[src/rtl/muldiv_sched_pkg.sv]
// Shared types and constants for the M-extension multiply/divide scheduler.
package muldiv_sched_pkg;

   localparam int unsigned XLEN = 64;

   typedef enum logic [1:0] {
      ST_IDLE,
      ST_ISSUE,
      ST_BUSY,
      ST_DONE
   } state_t;

   typedef enum logic [2:0] {
      OP_MUL    = 3'b000,
      OP_MULH   = 3'b001,
      OP_MULHSU = 3'b010,
      OP_MULHU  = 3'b011,
      OP_DIV    = 3'b100,
      OP_DIVU   = 3'b101,
      OP_REM    = 3'b110,
      OP_REMU   = 3'b111
   } op_t;

   // {src1 signed, src2 signed}
   localparam logic [1:0] SGN_UU = 2'b00;
   localparam logic [1:0] SGN_SU = 2'b10;
   localparam logic [1:0] SGN_SS = 2'b11;

endpackage

[src/rtl/muldiv_special_detect.sv]
// Recognises divide-by-zero and signed-overflow divides and produces their
// architectural result so the divider is never occupied for them.
module muldiv_special_detect #(
   parameter int unsigned XLEN = 64
) (
   input  logic [2:0]      op,
   input  logic            word,
   input  logic [XLEN-1:0] src1,
   input  logic [XLEN-1:0] src2,
   output logic            hit,
   output logic [XLEN-1:0] result
);
   import muldiv_sched_pkg::*;

   localparam logic [XLEN-1:0] MIN_NEG = {1'b1, {(XLEN-1){1'b0}}};

   logic [XLEN-1:0] dividend;
   logic            dvs_zero;
   logic            ovf;

   always_comb begin
      dividend = word ? {{(XLEN-32){src1[31]}}, src1[31:0]} : src1;
      dvs_zero = word ? (src2[31:0] == 32'h0) : (src2 == '0);
      ovf      = word ? (src1[31:0] == 32'h8000_0000 && src2[31:0] == 32'hFFFF_FFFF)
                      : (src1 == MIN_NEG && src2 == '1);
      hit      = 1'b0;
      result   = '0;
      if (op[2]) begin
         if (dvs_zero) begin
            hit    = 1'b1;
            result = op[1] ? dividend : '1;
         end else if (ovf && (op == OP_DIV || op == OP_REM)) begin
            hit    = 1'b1;
            result = op[1] ? '0 : dividend;
         end
      end
   end

endmodule

[src/rtl/muldiv_sched.sv]
// Issue/sequencing controller sharing one iterative multiplier and one
// iterative divider; results are held on a valid/ready response port.
module muldiv_sched #(
   parameter int unsigned XLEN = 64
) (
   input  logic            clock,
   input  logic            reset,
   input  logic            flush,
   input  logic            req_valid,
   output logic            req_ready,
   input  logic [2:0]      req_op,
   input  logic            req_word,
   input  logic [XLEN-1:0] req_src1,
   input  logic [XLEN-1:0] req_src2,
   output logic            resp_valid,
   input  logic            resp_ready,
   output logic [XLEN-1:0] resp_data,
   output logic            mul_valid,
   input  logic            mul_ready,
   output logic            mul_flush,
   output logic            mul_w,
   output logic [1:0]      mul_signed,
   output logic [XLEN-1:0] mul_src1,
   output logic [XLEN-1:0] mul_src2,
   input  logic            mul_out_valid,
   input  logic [XLEN-1:0] mul_res_h,
   input  logic [XLEN-1:0] mul_res_l,
   output logic            div_valid,
   input  logic            div_ready,
   output logic            div_flush,
   output logic            div_w,
   output logic [1:0]      div_signed,
   output logic [XLEN-1:0] div_src1,
   output logic [XLEN-1:0] div_src2,
   input  logic            div_out_valid,
   input  logic [XLEN-1:0] div_quot,
   input  logic [XLEN-1:0] div_rem
);
   import muldiv_sched_pkg::*;

   state_t          state, state_nx;
   op_t             op_q;
   logic            word_q;
   logic            armed;
   logic [XLEN-1:0] src1_q, src2_q, res_q;
   logic [XLEN-1:0] raw_res, sel_res;
   logic            sp_hit;
   logic [XLEN-1:0] sp_res;
   logic            is_div, accept, unit_hs, unit_done;

   assign is_div    = op_q[2];
   assign accept    = req_valid & req_ready;
   assign unit_hs   = is_div ? (div_valid & div_ready) : (mul_valid & mul_ready);
   assign unit_done = is_div ? div_out_valid : mul_out_valid;

   muldiv_special_detect #(.XLEN(XLEN)) u_special (
      .op     (req_op),
      .word   (req_word),
      .src1   (req_src1),
      .src2   (req_src2),
      .hit    (sp_hit),
      .result (sp_res)
   );

   // armed keeps req_ready low until the first edge after reset release
   always_ff @(posedge clock or negedge reset) begin
      if (!reset) begin
         state <= ST_IDLE;
         armed <= 1'b0;
      end else begin
         state <= state_nx;
         armed <= 1'b1;
      end
   end

   always_comb begin
      state_nx = state;
      case (state)
         ST_IDLE:  if (accept) state_nx = sp_hit ? ST_DONE : ST_ISSUE;
         ST_ISSUE: if (unit_hs) state_nx = ST_BUSY;
         ST_BUSY:  if (unit_done) state_nx = ST_DONE;
         ST_DONE:  if (resp_ready) state_nx = ST_IDLE;
         default:  state_nx = ST_IDLE;
      endcase
      if (flush) state_nx = ST_IDLE;
   end

   always_comb begin
      req_ready  = 1'b0;
      resp_valid = 1'b0;
      mul_valid  = 1'b0;
      div_valid  = 1'b0;
      mul_flush  = 1'b0;
      div_flush  = 1'b0;
      case (state)
         ST_IDLE:  req_ready = armed & ~flush;
         ST_ISSUE: begin
            mul_valid = ~is_div;
            div_valid = is_div;
            mul_flush = flush & ~is_div;
            div_flush = flush & is_div;
         end
         ST_BUSY: begin
            mul_flush = flush & ~is_div;
            div_flush = flush & is_div;
         end
         ST_DONE:  resp_valid = 1'b1;
         default:  ;
      endcase
   end

   always_comb begin
      if (is_div) raw_res = op_q[1] ? div_rem : div_quot;
      else        raw_res = (op_q == OP_MUL) ? mul_res_l : mul_res_h;
      sel_res = word_q ? {{(XLEN-32){raw_res[31]}}, raw_res[31:0]} : raw_res;
   end

   always_ff @(posedge clock or negedge reset) begin
      if (!reset) begin
         op_q   <= OP_MUL;
         word_q <= 1'b0;
         src1_q <= '0;
         src2_q <= '0;
         res_q  <= '0;
      end else begin
         if (accept) begin
            op_q   <= op_t'(req_op);
            word_q <= req_word;
            src1_q <= req_src1;
            src2_q <= req_src2;
            if (sp_hit) res_q <= sp_res;
         end
         if (state == ST_BUSY && unit_done && !flush) res_q <= sel_res;
      end
   end

   always_comb begin
      case (op_q)
         OP_MULH:   mul_signed = SGN_SS;
         OP_MULHSU: mul_signed = SGN_SU;
         default:   mul_signed = SGN_UU;
      endcase
      div_signed = (op_q == OP_DIV || op_q == OP_REM) ? SGN_SS : SGN_UU;
   end

   assign mul_w     = word_q;
   assign div_w     = word_q;
   assign mul_src1  = src1_q;
   assign mul_src2  = src2_q;
   assign div_src1  = src1_q;
   assign div_src2  = src2_q;
   assign resp_data = res_q;

endmodule

[config.mk]
export PLATFORM = sky130hd
export DESIGN_NAME = muldiv_sched
export DESIGN_NICKNAME = d
export VERILOG_FILES = /design/src/rtl/muldiv_sched_pkg.sv /design/src/rtl/muldiv_special_detect.sv /design/src/rtl/muldiv_sched.sv
export SDC_FILE = /design/constraint.sdc
export NUM_CORES = 1
export LEC_CHECK = 0
export ABC_CLOCK_PERIOD_IN_PS = 2800
export BUFFER_PORTS_ARGS = -buffer_cell sky130_fd_sc_hd__buf_2
export CAP_MARGIN = 40
export CELL_PAD_IN_SITES_DETAIL_PLACEMENT = 0
export CELL_PAD_IN_SITES_GLOBAL_PLACEMENT = 2
export CORE_AREA = 3 3 280 282
export CTS_CLUSTER_DIAMETER = 200
export DETAILED_ROUTE_END_ITERATION = 10
export DIE_AREA = 0 0 283 285
export PLACE_DENSITY = 0.7
export SLEW_MARGIN = 20
export SYNTH_ARGS = -nofsm -noshare
export SYNTH_HDL_FRONTEND = slang
export SYNTH_SLANG_ARGS = --single-unit
[constraint.sdc]
create_clock -name clock -period 2.8 [get_ports clock]
set_clock_uncertainty 0.1 [all_clocks]
set_input_delay 0.56 -clock clock [delete_from_list [all_inputs] [get_ports clock]]
set_output_delay 0.56 -clock clock [all_outputs]
set_load 0.02 [all_outputs]
==> results.cfg <==
[cts]
cts_buffers = 17
clock-root-buffer = clkbuf_16
clk_path_buf_depth = 2
htree_levels = 4
cts.clk_slew.worst_paths_ns = 0.08
cts_sinks = 199
tritoncts = done
clk_latency_ns = 0.48

[detailed_routing]
initialDrtViolationCount = 605
drt-total-wl_mm = 68.0
drt_first_pass_iters = 4
avgViaCountPerCell = 4.15
vias = 13400
drc = 0
wl_per_cell_um = 21.1
ant_nets = 0

[critical_path]
path_depth = 10
cp-end-kind = register
required_ns = 3.10
critPathArrivalTime_ns = 3.01
cp-start-kind = primary input
startpoint = req_src1[22]
path_class = primary input to register
cp-endpoint = resp_data[63]
worstPathCellList = buf_2 -> nor4_2 -> nand2_2 -> or4_4 -> nor3_2 -> buf_4 -> nor3_2 -> or4_4 -> buf_16 -> o211ai_1
timing.rr.end = resp_data[34]
worst_r2r_path_depth = 10
cp_top_family = simple AND/OR/NAND/NOR gates
cpMaxStageDelayCell = or4_4
regToRegStartpoint = op_q[1]
crit_fanout = 8
r2r_setup_slack_ns = 0.26
slowest_delay_ns = 0.59
critPathBufInv = 3

[sta]
maxSlewViolCount = 0
fin_crit_ns = 2.71
grt_setup_unrepaired = true
slew_headroom_pct = 56.1
fin_hold_ws_ns = 0.217
setup_tns_ns = 0
post-route-period-util_pct = 96.7
fmax_mhz = 369
hold_viol = 0
worstMarginPinSlew_ns = 0.658
setup_violations = 0
postLayoutSetupSlackWorst_ns = 0.0918

[grt]
grt_first_pass_wirelength_mm = 95.6
antenna_found_initial = 4
grt_usage_pct = 16.2
grt_max_degree = 100
overflow = 0
grt_pass1_vias = 13800

[synthesis]
netlist_instances = 1461
async_reset_ff_share_pct = 100
ys_warn_count = 0
netlist_area_um2 = 12300
seq_area_frac_synth_pct = 40.6
ys_ff_latch = 199
synth_fp_nets = 1862
synthFlopType = dfrtp_1
avgSynthCellArea_um2 = 8.39
synth_edf_count = 0
synthDistinctLibCells = 43

[run_status]
status = finished, final reports clean

[power_and_ir_drop]
ir_worst_vdd_v = 0.000426
p_leak_nw = 9.65
power.density_nw_per_um2 = 1030

[finish]
area.growth.synth_to_final_pct = 50.2
drive_above_1_share_pct = 47.1
stdcell_count = 3220
final_nets = 2576
final_util_pct = 24.2

[job]
drv_cap = 0

[place]
numPortBuffers = 728
dpl_worst_slack_ns = -0.951
gp_congestion = 0.947
dp_cells = 3181
hpwl_mm = 55.0

[floorplanning]
die_area_um2 = 80700
core_um2 = 75900
io_pins = 729
rows = 101
die_w_um = 283
die_h_um = 285
initial_utilization_pct = 16.1

[min_path]
hold_path.class = primary input to register
[per-stage QoR]
step	cell area, um^2	power [W]
after floorplan	12300	0.0125
after global placement	17600	0.0164
after detailed placement	17600	0.0165
after CTS	18400	0.0193
after global routing	18400	0.0201
final	18400	0.0189
[flip-flops by register name, summed over array words and instances, names as in the netlist]
register   flops
armed          1
op_q           3
div_src2      64
resp_data     64
div_src1      64
state          2
div_w          1
[synthesized netlist by cell type, drive strengths merged, types with 31 or more instances]
cell / count / share of area [%]
o211ai: 32 / 3.2
a211oi: 95 / 5.8
nand2: 339 / 10
nand3: 34 / 1.4
inv: 37 / 1.1
a21oi: 96 / 3.9
nor4: 31 / 1.6
mux2i: 97 / 7.9
nor2b: 66 / 3.4
clkbuf: 93 / 2.8
o21ai: 132 / 5.4
buf: 146 / 8.7
dfrtp: 199 / 41
[report_power, final]
group          switching (W)  internal [W]
Clock                0.00136       0.00127
Combinational        0.00708       0.00361
Sequential           0.00133       0.00423
[worst min path at each step]
stage            startpoint      endpoint  cells past startpoint  slack (ns)
5_1_grt        req_src2[24]  div_src2[24]                      3        0.18
2_1_floorplan         reset         armed                      0        0.16
3_3_place_gp   div_src1[35]  div_src1[35]                      2        0.38
4_1_cts        req_src2[42]  div_src2[42]                      3        0.15
6_report       req_src2[24]  div_src2[24]                      3        0.22
3_5_place_dp   div_src2[32]  div_src2[32]                      2        0.39
[tightest hold or removal path, cell delays in order]
cell and delay [ns]:
buf_2 0.10, nand2_1 0.05, nand2_1 0.05
[cell usage in the layout, fill, tap and decap left out, types with 3 or more instances in the layout]
master | Yosys | layout
buf_2 | 4 | 725
nand2_1 | 339 | 336
dfrtp_1 | 199 | 197
buf_4 | 130 | 185
o21ai_0 | 131 | 130
mux2i_1 | 97 | 97
a21oi_1 | 96 | 95
a211oi_1 | 95 | 95
nor2b_1 | 66 | 66
inv_1 | 37 | 37
nand3_1 | 34 | 33
o211ai_2 | 30 | 30
nor4_1 | 30 | 20
nand4_1 | 19 | 19
clkbuf_16 | 0 | 17
buf_12 | 0 | 17
nor2_1 | 9 | 8
nor4_2 | 1 | 8
inv_6 | 0 | 6
ha_1 | 4 | 4
nor4_4 | 0 | 3
nor3_2 | 0 | 3
inv_8 | 0 | 3
[repair_timing]
action                                  CTS  global route
cloned                                    3             0
hold buffers                              1             0
endpoints found under the setup margin   64            32
pin swaps                                16             4
gates resized for setup                  19             9
buffers inserted                          2             0
hold endpoints to repair                 44             0
[cells by family after synthesis]
| family | after synthesis | synth area share, % |
|---|---|---|
| AOI/OAI and AO/OA | 358 | 18.5 |
| and+or+nand+nor | 522 | 19.5 |
| buffers and inverters | 276 | 12.7 |
| adders and majority gates | 5 | 0.490 |
| other | 1 | 0.0306 |
| muxes | 99 | 8.11 |
| xor gates and xnor gates | 1 | 0.0715 |
| DFF | 199 | 40.6 |
[per-layer routing]
metal / routed length [um] / global-route usage [%] / vias up
met4: 1500 / 4.94 / 2
met5: 13 / 0 / -
li1: - / - / 6355
met3: 3720 / 3.21 / 52
met2: 35800 / 29.7 / 534
met1: 26900 / 18.8 / 6436
[final cells by class]
class	instances	area [um^2]
Clock inverter	15	160
Multi-Input combinational cell	986	5930
Antenna cell	2	5.00
Fill cell	8506	57500
Tap cell	1030	1290
Clock buffer	17	425
Timing Repair Buffer	934	5480
Inverter	37	139
Sequential cell	199	4990
Power figures use the tool's default switching activity.
